File: src/rtl/reg_file_sb_if.sv
// Writeback, operand-read and issue/scoreboard signals of the vcpu1 register file.
// The master drives requests (decode/writeback side); the slave is the register file.
interface reg_file_sb_if #(
    parameter int unsigned DW = 32,
    parameter int unsigned AW = 5
);
    logic          we;
    logic [AW-1:0] waddr;
    logic [DW-1:0] wdata;
    logic [AW-1:0] raddr1;
    logic [AW-1:0] raddr2;
    logic          re1;
    logic          re2;
    logic [DW-1:0] rdata1;
    logic [DW-1:0] rdata2;
    logic          issue;
    logic          issue_wr;
    logic [AW-1:0] issue_waddr;
    logic          stall;
    logic          issued;

    modport master (
        output we, waddr, wdata, raddr1, raddr2, re1, re2,
        output issue, issue_wr, issue_waddr,
        input  rdata1, rdata2, stall, issued
    );

    modport slave (
        input  we, waddr, wdata, raddr1, raddr2, re1, re2,
        input  issue, issue_wr, issue_waddr,
        output rdata1, rdata2, stall, issued
    );
endinterface

File: src/rtl/reg_file_sb.sv
// vcpu1 architectural register file: one synchronous write port, two bypassed combinational
// read ports, and a pending-write scoreboard that stalls issue on RAW/WAW hazards.
module reg_file_sb #(
    parameter int unsigned DW      = 32,
    parameter int unsigned AW      = 5,
    parameter bit          ZERO_R0 = 1'b1
) (
    input  logic          clk,
    input  logic          rst_n,
    reg_file_sb_if.slave  bus
);
    localparam int unsigned NREG = 1 << AW;

    logic [DW-1:0]   regs_q [NREG];
    logic [DW-1:0]   regs_d [NREG];
    logic [NREG-1:0] pend_q;
    logic [NREG-1:0] pend_d;
    logic [NREG-1:0] eff_pend;
    logic            stall_c;
    logic            issued_c;
    logic            wr_en;
    logic            set_en;
    logic [DW-1:0]   rdata1_c;
    logic [DW-1:0]   rdata2_c;

    assign wr_en = bus.we && !(ZERO_R0 && bus.waddr == '0);

    // A register being written back this cycle is already considered ready.
    always_comb begin
        eff_pend = pend_q;
        if (bus.we) eff_pend[bus.waddr] = 1'b0;
    end

    always_comb begin
        stall_c = 1'b0;
        if (rst_n && bus.issue) begin
            stall_c = (bus.re1      && eff_pend[bus.raddr1])
                   || (bus.re2      && eff_pend[bus.raddr2])
                   || (bus.issue_wr && eff_pend[bus.issue_waddr]);
        end
    end

    assign issued_c = bus.issue && !stall_c;
    assign set_en   = issued_c && bus.issue_wr && !(ZERO_R0 && bus.issue_waddr == '0);

    always_comb begin
        rdata1_c = '0;
        if (!rst_n || (ZERO_R0 && bus.raddr1 == '0)) rdata1_c = '0;
        else if (bus.we && bus.waddr == bus.raddr1)  rdata1_c = bus.wdata;
        else                                         rdata1_c = regs_q[bus.raddr1];
    end

    always_comb begin
        rdata2_c = '0;
        if (!rst_n || (ZERO_R0 && bus.raddr2 == '0)) rdata2_c = '0;
        else if (bus.we && bus.waddr == bus.raddr2)  rdata2_c = bus.wdata;
        else                                         rdata2_c = regs_q[bus.raddr2];
    end

    assign bus.rdata1 = rdata1_c;
    assign bus.rdata2 = rdata2_c;
    assign bus.stall  = stall_c;
    assign bus.issued = issued_c;

    // Set is applied after clear so a same-cycle issue to the retiring register stays pending.
    always_comb begin
        regs_d = regs_q;
        pend_d = pend_q;
        if (wr_en)  regs_d[bus.waddr]       = bus.wdata;
        if (bus.we) pend_d[bus.waddr]       = 1'b0;
        if (set_en) pend_d[bus.issue_waddr] = 1'b1;
    end

    always_ff @(posedge clk or negedge rst_n) begin
        if (!rst_n) begin
            regs_q <= '{default: '0};
            pend_q <= '0;
        end else begin
            regs_q <= regs_d;
            pend_q <= pend_d;
        end
    end
endmodule
File: src/flat_wrapper.sv
// flat-port wrapper written by rule: the top's interface ports become plain ports
module reg_file_sb_flat 
#(
    parameter int unsigned DW      = 32,
    parameter int unsigned AW      = 5,
    parameter bit          ZERO_R0 = 1'b1
)
  (clk, rst_n, bus_we, bus_waddr, bus_wdata, bus_raddr1, bus_raddr2, bus_re1, bus_re2, bus_issue, bus_issue_wr, bus_issue_waddr, bus_rdata1, bus_rdata2, bus_stall, bus_issued);
  reg_file_sb_if #(.DW(DW), .AW(AW)) bus_i ();
  input  logic clk;
  input  logic rst_n;
  input wire logic [$bits(bus_i.we)-1:0] bus_we;
  input wire logic [$bits(bus_i.waddr)-1:0] bus_waddr;
  input wire logic [$bits(bus_i.wdata)-1:0] bus_wdata;
  input wire logic [$bits(bus_i.raddr1)-1:0] bus_raddr1;
  input wire logic [$bits(bus_i.raddr2)-1:0] bus_raddr2;
  input wire logic [$bits(bus_i.re1)-1:0] bus_re1;
  input wire logic [$bits(bus_i.re2)-1:0] bus_re2;
  input wire logic [$bits(bus_i.issue)-1:0] bus_issue;
  input wire logic [$bits(bus_i.issue_wr)-1:0] bus_issue_wr;
  input wire logic [$bits(bus_i.issue_waddr)-1:0] bus_issue_waddr;
  output wire logic [$bits(bus_i.rdata1)-1:0] bus_rdata1;
  output wire logic [$bits(bus_i.rdata2)-1:0] bus_rdata2;
  output wire logic [$bits(bus_i.stall)-1:0] bus_stall;
  output wire logic [$bits(bus_i.issued)-1:0] bus_issued;
  assign bus_i.we = bus_we;
  assign bus_i.waddr = bus_waddr;
  assign bus_i.wdata = bus_wdata;
  assign bus_i.raddr1 = bus_raddr1;
  assign bus_i.raddr2 = bus_raddr2;
  assign bus_i.re1 = bus_re1;
  assign bus_i.re2 = bus_re2;
  assign bus_i.issue = bus_issue;
  assign bus_i.issue_wr = bus_issue_wr;
  assign bus_i.issue_waddr = bus_issue_waddr;
  assign bus_rdata1 = bus_i.rdata1;
  assign bus_rdata2 = bus_i.rdata2;
  assign bus_stall = bus_i.stall;
  assign bus_issued = bus_i.issued;
  reg_file_sb #(.DW(DW), .AW(AW), .ZERO_R0(ZERO_R0)) u_core (.clk(clk), .rst_n(rst_n), .bus(bus_i));
endmodule
File: config.mk
export PLATFORM = sky130hd
export DESIGN_NAME = reg_file_sb_flat
export DESIGN_NICKNAME = d
export VERILOG_FILES = /design/src/rtl/reg_file_sb_if.sv /design/src/rtl/reg_file_sb.sv /design/src/flat_wrapper.sv
export SDC_FILE = /design/constraint.sdc
export NUM_CORES = 2
export LEC_CHECK = 0
export CORE_MARGIN = 8
export CORE_UTILIZATION = 48
export DETAILED_ROUTE_END_ITERATION = 7
export PLACE_DENSITY = 0.62
export SYNTH_ARGS = -nofsm -noshare
export SYNTH_HDL_FRONTEND = slang
export SYNTH_SLANG_ARGS = --single-unit
File: constraint.sdc
create_clock -name clk -period 5.7 [get_ports clk]
set_input_delay 0.855 -clock clk [delete_from_list [all_inputs] [get_ports clk]]
set_output_delay 0.855 -clock clk [all_outputs]
set_load 0.03 [all_outputs]
Yosys cells after proc, flatten, opt, wreduce, memory -nomap -nowiden
Cells that the tools add are included.
Storage, ports and cells
  flip-flop bits (word level): 1056
  input bits: 59
  word-level logic and storage cells: 102
Cells by class
  $lt $le $gt $ge: 10
  equality and inequality tests: 2
  multiplexer cells: 26
  bitwise operators: 6
  reductions and logical operators: 25
Operator list (count)
  $bwmux 1024: 1
  $mux 32: 11
  $bmux 32 s5: 2
  $demux 32 s5: 1
  $and 32x32->32: 1
  $not 32->32: 1
  $or 32x32->32: 1
  $lt 5x6->1 const B: 4
  $logic_not 5->1: 4
  $ge 6x6->1 const B: 3
  $not 5->6: 3
  $bmux 1 s5: 3
  $logic_and 1x1->1: 13
  $demux 1 s5: 2
  $eq 5x5->1: 2
  $ge 5x1->1 const B: 2
  $lt 6x1->1 const B: 1
  $mux 1: 6
  $logic_not 1->1: 4
  $logic_or 1x1->1: 4

Longest topological paths before layout
  word-level depth: 18
  mapped depth: 11
  mapped depth without buffers: 7

Least setup slack after synthesis
Ideal clock, no wire load.
  path type: input to output
  from: in bus_raddr1[1]
  to: out bus_rdata1[10]
  data arrival time: 3.125 ns
  slack: 1.720 ns
  stages: 9
  buffers on the path: 4
  path through: buf_2 > clkbuf_1 > buf_2 > xor2_1 > nor4_1 > nand3_1 > clkbuf_1 > nor2_1 > a211oi_1
Between the ends
  cells in the longest elaborated chain, start to end: 6
  elaborated cells between the ends (all ways): 10
RTL lines
  start, declared: line flat_wrapper.sv:15  | input wire logic [$bits(bus_i.raddr1)-1:0] bus_raddr1;
  $not 5->6 (not written as such): line reg_file_sb.sv:50  | else rdata1_c = regs_q[bus.raddr1];
  $bmux 32 s5: line reg_file_sb.sv:50
  $mux 32 (not written as such) (2 in a row): line reg_file_sb.sv:50
  $mux 32: line reg_file_sb.sv:49  | else if (bus.we && bus.waddr == bus.raddr1) rdata1_c = bus.wdata;
  $mux 32 *: line reg_file_sb.sv:48  | if (!rst_n || (ZERO_R0 && bus.raddr1 == '0)) rdata1_c = '0;
  end, declared: line flat_wrapper.sv:22  | output wire logic [$bits(bus_i.rdata1)-1:0] bus_rdata1;
Every way passes the cells marked *; elsewhere a longest branch is shown, timed or not. The select of a mux whose other input is x is not followed.

Worst setup path in the final report
  from: in bus_we
  to: out bus_issued
Between the ends
  cells in the longest elaborated chain, start to end: 9
  elaborated cells between the ends (all ways): 15
RTL lines
  start, declared: line flat_wrapper.sv:12  | input wire logic [$bits(bus_i.we)-1:0] bus_we;
  $mux 32 *: line reg_file_sb.sv:31  | if (bus.we) eff_pend[bus.waddr] = 1'b0;
  $bmux 1 s5 (on tied branches): line reg_file_sb.sv:37, reg_file_sb.sv:38
  $mux 1 (on tied branches): line reg_file_sb.sv:37, reg_file_sb.sv:38
  $logic_and 1x1->1 (on tied branches): line reg_file_sb.sv:37, reg_file_sb.sv:38
  $logic_or 1x1->1: line reg_file_sb.sv:38  | || (bus.re2 && eff_pend[bus.raddr2])
  $logic_or 1x1->1 *: line reg_file_sb.sv:39  | || (bus.issue_wr && eff_pend[bus.issue_waddr]);
  $mux 1 *: line reg_file_sb.sv:36  | if (rst_n && bus.issue) begin
  $logic_not 1->1 *: line reg_file_sb.sv:43  | assign issued_c = bus.issue && !stall_c;
  $logic_and 1x1->1 *: line reg_file_sb.sv:43
  end, declared: line flat_wrapper.sv:25  | output wire logic [$bits(bus_i.issued)-1:0] bus_issued;
Marks and branches as above.

==> qor.yml <==
synth:
  yosysMostFrequentCell: "mux2_2"
  synth_top_cell_area_share: 0.455
  ys_ff_latch: 1056
  syn_area_um2: 58100
  ys_types: 67
  synth_ff_type: "dfrtp_1"
  yosysSeqAreaShare: 0.455
  synth_edf_count: 0
  syn_area_per_cell_um2: 14.1
  yosysTopAreaCell: "dfrtp_1"
  synth_warnings: 0
  synth_cells: 4134
  yosys-top-cells-count: "1058 x mux2_2, 1056 x dfrtp_1, 453 x mux4_2, 303 x clkbuf_1, 235 x mux2i_1"
  async_flop_share: 1.00
  synthTopCellsByArea: "dfrtp_1 45%, mux2_2 21%, mux4_2 18%, mux2i_1 4.0%, clkbuf_1 2.0%"
  synth_nets: 4193
placement:
  portBuffers: 124
  dp_hpwl_um: 102000
  dp_cells: 5562
  post-place-ws_ps: 603
  gp_congestion: 0.944
critical_path:
  criticalPathCategory: "in2out"
  cp_max_fo: 15
  crit_slowest_cell: "clkdlybuf4s50_1"
  slowest_delay_ps: 710
  reg2reg_depth: 7
  cp-end-kind: "primary output"
  r2r_start: "u_core.pend_q[1]"
  worstPathCellList: "clkdlybuf4s50_1 > buf_4 > or4b_1 > o21ai_1 > mux2i_1 > o41ai_1 > o32ai_1 > a21o_1 > nor3b_2 > clkdlybuf4s50_1"
  crit_top_cell: "clkdlybuf4s50_1"
  r2r_slack_ps: 3230
  cp_data_arrival_time_ps: 4390
  r2r_end: "u_core.pend_q[31]"
  cp.required_ps: 4850
  start_kind: "input pin"
floorplan:
  die_height_um: 364
  initial_core_util: 0.484
  io_pins: 125
  die_w_um: 364
  rows: 127
  dieArea_um2: 132000
  core_um2: 120000
power_and_ir_drop:
  cellPowerDensity_nw_per_um2: 344
  vdd_drop_max_mv: 0.274
  power.leakage_nw: 27.8
grt:
  use_met3: 0.0579
  grt_pass1_wl_um: 273000
  overflow: 0
  use_met1: 0.383
  busiest_layer: "met2"
  antenna_found_initial: 3
  grtUsageTotal: 0.277
  grtUsageMet2: 0.436
  grt_max_degree: 176
  grt_pass1_vias: 39300
sta:
  final-hold-violation-count: 0
  setup_ws_ps: 459
  setup_viol: 0
  tightest_slew_ps: 1170
  slew_viol_final: 0
  relSlewSlack: 0.220
  fmax_ghz: 0.191
  whs_ps: 77.9
  fin_worst_skew_ps: 18.9
  post-route-period-util: 0.920
  rsz0062_at_grt: "no"
  post-route-min-period_ps: 5240
  fin_tns_setup_ps: 0
clock_tree:
  hold_buffers: 0
  cts_buffer_depth: 3
  cts_sinks: 1056
  cts_root_buf: "clkbuf_16"
  htreeDepth: 3
  clk_transition_reported_paths_ps: 60
  postCtsSetupRepairBufs: 0
  clock_latency_ps: 720
  cts_tree: "built"
  cts_buffers: 116
  cts_resized: 0
job:
  maxCapViolCount: 0
routing:
  drt_iter0_markers: 3408
  viasPerCell: 6.59
  route.detailed.drc: 0
  first_pass_iters: 6
  via_count: 38100
  wl_per_cell_um: 31.9
  final_antenna_net_count: 0
  wirelength_um: 184000
min_path:
  hp-class: "in2async"
cells_and_area:
  area_growth_pct: 12.7
  fin_nets: 4127
  final_layout_size_suffix_gt1_frac: 0.469
  post_layout_nonfiller_instances: 5780
outcome:
  status: "completed"
==> critical path: cells and delay by family <==
family	cells	cell delay (ps)
buffers and inverters	3	1450
AO/OA/AOI/OAI	4	1100
AND/OR/NAND/NOR	2	860
multiplexers	1	110
==> routing by layer <==
layer	part of all wire	wire, um	vias up
met5	0	0	-
met3	0.072	13200	363
met1	0.42	77600	20500
li1	-	-	15800
met4	0.040	7450	0
met2	0.47	86100	1413
==> metrics by stage <==
step | utilization | power, mW | instance area [um^2]
floorplan | - | 13.3 | 58100
CTS | 0.545 | 22.6 | 65400
finish | 0.545 | 22.5 | 65400
global route | 0.545 | 23.5 | 65400
global placement | 0.512 | 14.7 | 61500
detailed placement | 0.512 | 14.8 | 61500
==> report_power, final <==
part	internal, mW	switching [mW]
clock network	4.62	3.21
logic	2.79	1.99
registers	8.92	1.01
==> final cells by class <==
cell class	instances	area (um^2)
Clock inverter	38	433
Inverter	6	22.5
Sequential cell	1056	26400
Antenna cell	2	5.00
Clock buffer	178	3540
Fill cell	9851	54500
Timing Repair Buffer	285	2980
Multi-Input combinational cell	2603	30000
Tap cell	1612	2020
==> layout by cell type (no fill, tap or decap), types with 3 or more instances in the layout <==
master / synthesis / final
mux2_2: 1058 / 1058
dfrtp_1: 1056 / 1056
mux4_2: 453 / 453
mux2i_1: 235 / 235
buf_4: 8 / 125
o21ai_0: 122 / 122
clkbuf_16: 0 / 119
nor2_1: 136 / 117
clkdlybuf4s50_1: 0 / 112
a21oi_1: 97 / 97
nand2_1: 90 / 78
o211ai_1: 78 / 78
a22oi_1: 65 / 65
a221oi_1: 64 / 64
buf_12: 0 / 41
clkbuf_8: 0 / 35
a211oi_1: 32 / 32
o31ai_2: 28 / 28
clkbuf_1: 303 / 25
clkinv_2: 0 / 22
nor2_4: 0 / 20
nand3_1: 16 / 14
o21ai_1: 14 / 13
nand2_4: 0 / 11
o2111ai_1: 11 / 11
nand2b_1: 11 / 10
xor2_1: 9 / 9
nor3_1: 8 / 8
bufinv_16: 0 / 8
nor2b_1: 7 / 6
inv_1: 5 / 5
nor4_1: 4 / 4
nand4_1: 4 / 4
o31ai_1: 4 / 4
buf_8: 0 / 4
nand4bb_1: 3 / 3
and4bb_2: 3 / 3
a41oi_1: 3 / 3
==> sequential cells by signal (all words and copies together), names as in the netlist <==
register and count:
u_core.pend_q 32, u_core.regs_q 1024
==> worst max path at each step <==
stage | end | start | cells after the start | slack, ps
detailed placement | bus_issued | bus_waddr[0] | 10 | 600
global placement | bus_issued | bus_waddr[0] | 10 | 560
global route | bus_issued | bus_we | 10 | 430
floorplan | bus_rdata1[10] | bus_raddr1[1] | 9 | 1720
finish | bus_issued | bus_we | 10 | 460
CTS | bus_issued | bus_waddr[0] | 10 | 590
==> logic make-up after synthesis <==
group,Yosys count,synth area share
multiplexers,1746,0.421
flip-flops,1056,0.455
AO/OA/AOI/OAI,542,0.0646
buffers and inverters,475,0.0333
AND/OR/NAND/NOR,304,0.0244
XOR/XNOR,11,0.00166
No activity file was read; power rests on OpenSTA's default activity.
